$ cat src/rtl/tlul_host_port.sv
// tlul_host_port: simple req/gnt host to TL-UL initiator bridge.
// Tracks up to MAX_REQS in-order outstanding transactions, hands out source IDs
// round-robin and flags responses whose source/opcode do not match.
// Optional response timeout: define TLUL_HOST_TIMEOUT_EN.
module tlul_host_port #(
  parameter int unsigned MAX_REQS       = 2,
  parameter int unsigned TIMEOUT_CYCLES = 1024
) (
  input  logic         clk_i,
  input  logic         rst_ni,
  input  logic         req_i,
  output logic         gnt_o,
  input  logic [31:0]  addr_i,
  input  logic         we_i,
  input  logic [31:0]  wdata_i,
  input  logic [3:0]   be_i,
  output logic         valid_o,
  output logic [31:0]  rdata_o,
  output logic         err_o,
  output logic         proto_err_o,
  output logic [101:0] tl_o,
  input  logic [67:0]  tl_i
);

  localparam int unsigned PW = (MAX_REQS > 1) ? $clog2(MAX_REQS) : 1;
  localparam int unsigned CW = $clog2(MAX_REQS + 1);

  logic [PW-1:0]       iptr_q, iptr_d, rptr_q, rptr_d;
  logic [CW-1:0]       cnt_q, cnt_d;
  logic [MAX_REQS-1:0] is_read_q;
  logic                proto_q, proto_d;

  // D-channel field decode
  logic        d_valid_s, d_error_s, a_ready_s;
  logic [2:0]  d_opcode_s;
  logic [7:0]  d_source_s;
  logic [31:0] d_data_s;
  assign d_valid_s  = tl_i[67];
  assign d_opcode_s = tl_i[66:64];
  assign d_source_s = tl_i[58:51];
  assign d_data_s   = tl_i[49:18];
  assign d_error_s  = tl_i[1];
  assign a_ready_s  = tl_i[0];

  // d_param, d_size, d_sink, d_user and the byte offset carry nothing we act on
  logic unused_s;
  assign unused_s = ^{tl_i[63:59], tl_i[50], tl_i[17:2], addr_i[1:0]};

  logic empty_s, full_s, a_valid_s, gnt_s;
  assign empty_s   = (cnt_q == {CW{1'b0}});
  assign full_s    = (cnt_q == CW'(MAX_REQS));
  assign a_valid_s = req_i & ~full_s;
  assign gnt_s     = a_valid_s & a_ready_s;

  logic [7:0] rsrc_s;
  logic [2:0] exp_op_s;
  logic       src_mm_s, op_mm_s, mismatch_s, rsp_retire_s, retire_s, to_fire_s;
  assign rsrc_s       = {{(8-PW){1'b0}}, rptr_q};
  assign exp_op_s     = is_read_q[rptr_q] ? 3'd1 : 3'd0;
  assign src_mm_s     = (d_source_s != rsrc_s);
  assign op_mm_s      = (d_opcode_s != exp_op_s);
  // Empty means nothing can legitimately match, regardless of ID/opcode
  assign mismatch_s   = src_mm_s | op_mm_s | empty_s;
  assign rsp_retire_s = d_valid_s & ~empty_s;
  assign retire_s     = rsp_retire_s | to_fire_s;

`ifdef TLUL_HOST_TIMEOUT_EN
  localparam int unsigned TW = $clog2(TIMEOUT_CYCLES + 1);
  logic [TW-1:0] tcnt_q, tcnt_d;

  // A real response in the same cycle always pre-empts the timeout
  assign to_fire_s = ~d_valid_s & ~empty_s & (tcnt_q == TW'(TIMEOUT_CYCLES - 1));

  // Timeout counter runs only while waiting on an outstanding response
  always_comb begin
    tcnt_d = tcnt_q;
    if (d_valid_s || empty_s || to_fire_s) begin
      tcnt_d = {TW{1'b0}};
    end else begin
      tcnt_d = tcnt_q + {{(TW-1){1'b0}}, 1'b1};
    end
  end

  // Timeout counter register
  always_ff @(posedge clk_i or negedge rst_ni) begin
    if (!rst_ni) begin
      tcnt_q <= {TW{1'b0}};
    end else begin
      tcnt_q <= tcnt_d;
    end
  end

  assign rdata_o = to_fire_s ? 32'hFFFF_FFFF : d_data_s;
`else
  localparam int unsigned unused_timeout_cycles = TIMEOUT_CYCLES;
  assign to_fire_s = 1'b0;
  assign rdata_o   = d_data_s;
`endif

  assign valid_o     = d_valid_s | to_fire_s;
  assign err_o       = (d_valid_s & (d_error_s | mismatch_s)) | to_fire_s;
  assign gnt_o       = gnt_s;
  assign proto_err_o = proto_q;

  // A-channel payload; fields are held at zero while no request is presented
  logic [2:0]  a_opcode_s;
  logic [3:0]  a_mask_s;
  logic [31:0] a_data_s;
  always_comb begin
    a_opcode_s = 3'd0;
    a_mask_s   = 4'h0;
    a_data_s   = 32'h0;
    if (!a_valid_s) begin
      a_opcode_s = 3'd0;
    end else if (!we_i) begin
      a_opcode_s = 3'd4;
      a_mask_s   = 4'hF;
    end else begin
      a_opcode_s = (be_i == 4'hF) ? 3'd0 : 3'd1;
      a_mask_s   = be_i;
      a_data_s   = wdata_i;
    end
  end

  assign tl_o = {a_valid_s,
                 a_opcode_s,
                 3'd0,
                 a_valid_s ? 2'd2 : 2'd0,
                 a_valid_s ? {{(8-PW){1'b0}}, iptr_q} : 8'd0,
                 a_valid_s ? {addr_i[31:2], 2'b00} : 32'd0,
                 a_mask_s,
                 a_data_s,
                 16'd0,
                 1'b1};

  // Next-state for pointers, outstanding count and sticky protocol flag
  always_comb begin
    iptr_d  = iptr_q;
    rptr_d  = rptr_q;
    cnt_d   = cnt_q;
    proto_d = proto_q | (d_valid_s & mismatch_s) | to_fire_s;
    if (gnt_s) begin
      iptr_d = (iptr_q == PW'(MAX_REQS - 1)) ? {PW{1'b0}} : iptr_q + {{(PW-1){1'b0}}, 1'b1};
    end else begin
      iptr_d = iptr_q;
    end
    if (retire_s) begin
      rptr_d = (rptr_q == PW'(MAX_REQS - 1)) ? {PW{1'b0}} : rptr_q + {{(PW-1){1'b0}}, 1'b1};
    end else begin
      rptr_d = rptr_q;
    end
    if (gnt_s && !retire_s) begin
      cnt_d = cnt_q + {{(CW-1){1'b0}}, 1'b1};
    end else if (!gnt_s && retire_s) begin
      cnt_d = cnt_q - {{(CW-1){1'b0}}, 1'b1};
    end else begin
      cnt_d = cnt_q;
    end
  end

  // State registers, including per-slot read/write record written on grant
  always_ff @(posedge clk_i or negedge rst_ni) begin
    if (!rst_ni) begin
      iptr_q    <= {PW{1'b0}};
      rptr_q    <= {PW{1'b0}};
      cnt_q     <= {CW{1'b0}};
      proto_q   <= 1'b0;
      is_read_q <= {MAX_REQS{1'b0}};
    end else begin
      iptr_q  <= iptr_d;
      rptr_q  <= rptr_d;
      cnt_q   <= cnt_d;
      proto_q <= proto_d;
      if (gnt_s) begin
        is_read_q[iptr_q] <= ~we_i;
      end
    end
  end

endmodule

$ cat config.mk
export PLATFORM = sky130hd
export DESIGN_NAME = tlul_host_port
export DESIGN_NICKNAME = d
export VERILOG_FILES = /design/src/rtl/tlul_host_port.sv
export SDC_FILE = /design/constraint.sdc
export NUM_CORES = 1
export LEC_CHECK = 0
export CORE_AREA = 2 2 107 109
export CTS_CLUSTER_DIAMETER = 40
export DETAILED_ROUTE_END_ITERATION = 6
export DIE_AREA = 0 0 109 111
export PLACE_DENSITY = 0.56
export SETUP_SLACK_MARGIN = 0.3
export SYNTH_ARGS = -nofsm -noshare
export SYNTH_HDL_FRONTEND = slang
export SYNTH_SLANG_ARGS = --single-unit
$ cat constraint.sdc
create_clock -name clk_i -period 2.2 [get_ports clk_i]
set_clock_uncertainty 0.05 [all_clocks]
set_input_delay 0.44 -clock clk_i [delete_from_list [all_inputs] [get_ports clk_i]]
set_output_delay 0.44 -clock clk_i [all_outputs]
set_load 0.1 [all_outputs]
==> results.yml <==
sta:
  setup_viol: 0
  fin_ws_ns: 0.09785
  hold_viol_final: 0
  fin_crit_ns: 2.102
  tns_ns: 0
  finalCritPeriodShare: 0.9555
  rsz0062_at_grt: "true"
  fmax_mhz: 475.7
  slew_viol_final: 0
critical_path:
  critical_path_class: "in -> out"
  worst-path-max-fanout: 2
  arrival_ns: 1.61
  end_kind: "output pin"
  cp-start-kind: "primary input"
  cp.required_ns: 1.71
  cpMaxStageDelayCell: "clkdlybuf4s50_1"
  cp_cell_sequence: "clkdlybuf4s50_1, xor2_1, nand4_1, o21a_2, buf_12"
  cpPeakStageDelay_ns: 0.47
synth:
  synthCells: 188
  synth_compound_area_frac: 0.06306
  ys_types: 28
  ys_top_cells_by_area: "buf_4 35%, and3_1 14%, and2_1 14%, dfrtp_1 12%, buf_6 4.0%"
  syn_area_sq_um: 1409
  synth_simple_gate_area_share: 0.3073
  synth_fa_ha_area_frac: 0.008881
  yosys_warnings: 0
  synth_top_family_by_area: "buffers and inverters"
  synth_edf_count: 0
  synthMuxAreaShare: 0.01421
  ys_seq_area_frac: 0.1243
  synth.avg_cell_area_sq_um: 7.494
  synth-async-reset-ratio: 1.000
  netlist.area_leader.share: 0.3517
  post-synth-top-area-cell: "buf_4"
  synthFlopType: "dfrtp_1"
  ys_seq_elements: 7
  synth_xor_area_frac: 0.04352
min_path:
  worstHoldPathType: "reg -> reg"
clocking:
  cts_buffers: 3
  cts_tree: "yes"
  clock_path_buffers: 2
  hold_buffers: 0
  h-tree-depth: 1
  clock_latency_ns: 0.23
  clk_pin_slew_ns: 0.04
  cts_sinks: 7
  clock-root-buffer: "clkbuf_16"
pwr:
  p_per_area_nw_per_um2: 1027
  p_total_w: 0.004462
  leakage_nw: 1.885
  ir_worst_vdd_uv: 622.6
place:
  gp_congestion: 0.7094
  place_area_sq_um: 3659
  pre_cts_ws_ns: -0.04584
  hpwl_mm: 4.761
  port_buffers: 158
die:
  die_h_um: 111
  die-area_sq_um: 12100
  start_util: 0.1272
  die_w_um: 109
  std_cell_rows: 39
  core_area_sq_um: 11080
  io_pins: 278
final_layout:
  syn_to_final_growth_pct: 208.4
  fillers: 1071
  final_cell_mix: "80 x buf_12, 70 x clkdlybuf4s50_1, 31 x conb_1, 26 x and3_4, 23 x and2_4"
  layout.nets: 479
  num_antenna_cells: 0
  drive_gt1_frac: 0.5727
  layout_commonest_cell: "buf_12"
  fin_area_sq_um: 4345
route:
  wl_mm: 6.534
  vias_per_cell: 3.608
  dr.max_layer_used: "met4"
  drt_iter0_markers: 32
  drc: 0
  num_vias: 1732
  met2_length_mm: 3.553
  routed-wl-met3_um: 712
  met1Wirelength_mm: 2.116
  firstDrtPassIters: 3
  ant_nets: 0
  routedWlPerCell_um: 13.61
global_routing:
  track_usage: 0.1029
  grt_pass1_wl_mm: 9.722
  overflow: 0
  antenna_found_initial: 0
  grt_max_degree: 16
  grt_pass1_vias: 1796
flow_run:
  drv_cap: 0
run_status:
  run_status: "complete, no violations"
==> critical path: cells and delay by family <==
kind                      cells  cell delay, ns
buffers and inverters         2            0.63
xor gates and xnor gates      1            0.17
AOI/OAI and AO/OA             1            0.24
and+or+nand+nor               1            0.13
==> cell usage after synthesis, types with 2 or more instances <==
library cell,count
buf_4,66
and3_1,32
nor4_1,2
buf_2,2
dfrtp_1,7
inv_1,7
mux2i_1,2
clkbuf_1,4
and2_1,31
xor2_1,4
xnor2_1,3
buf_6,5
nor2_1,3
a21oi_1,4
inv_2,2
conb_1,2
==> layout make-up <==
class	count	area, sq um	area share
Multi-Input combinational cell	124	1008	0.2321
Inverter	9	38.79	0.008926
Tap cell	143	178.9	0.04117
Clock buffer	4	78.83	0.01814
Sequential cell	7	176.4	0.04060
Timing Repair Buffer	193	2864	0.6591
==> repair_timing <==
action | in CTS | in global routing
endpoints found under the setup margin | 73 | 69
setup buffers | 18 | 1
gates cloned | 8 | 0
pin swaps | 45 | 8
resized for setup | 83 | 9
==> state kept, by name, summed over array words and instances (netlist names) <==
signal and count:
proto_err_o 1, cnt_q 2, is_read_q 2, rptr_q 1
iptr_q 1
==> cell families after synthesis <==
| group | Yosys count |
|---|---|
| muxes | 2 |
| AOI/OAI and AO/OA | 12 |
| xor gates and xnor gates | 7 |
| other | 2 |
| buffers and inverters | 86 |
| and+or+nand+nor | 71 |
| adders and majority gates | 1 |
| DFF | 7 |
==> power breakdown <==
group	internal (W)	switching, W	total (W)
logic	0.00158	0.00233	0.00391
clock network	0.000241	0.0000637	0.000304
registers	0.000190	0.0000586	0.000249
==> metrics by stage <==
step                cells  hold slack (ns)    util
floorplan             217          0.09441       -
global placement      449           0.3932  0.3303
detailed placement    449           0.4110  0.3303
CTS                   479           0.4187  0.3888
global route          480           0.4297  0.3923
finish                480           0.4171  0.3923
==> final timing paths <==
kind,from,end,slack (ns),depth (start not counted)
worst max-delay path,tl_i[64],err_o,0.1,5
worst min-delay path,proto_err_o$_DFF_PN0_,proto_err_o$_DFF_PN0_,0.42,1
worst max register to register,rptr_q$_DFFE_PN0P_,proto_err_o$_DFF_PN0_,0.15,11
worst min register to register,proto_err_o$_DFF_PN0_,proto_err_o$_DFF_PN0_,0.42,1
max in group asynchronous,rst_ni,cnt_q[0]$_DFFE_PN0P_,1.39,1
min in group asynchronous,rst_ni,cnt_q[1]$_DFFE_PN0P_,0.44,1
==> per-layer routing <==
layer | GRT usage | vias to the layer above
met4 | 0.03077 | 0
li1 | - | 817
met3 | 0.02763 | 20
met2 | 0.1917 | 121
met5 | 0 | -
met1 | 0.1103 | 774
(Power assumes the default switching activity.)
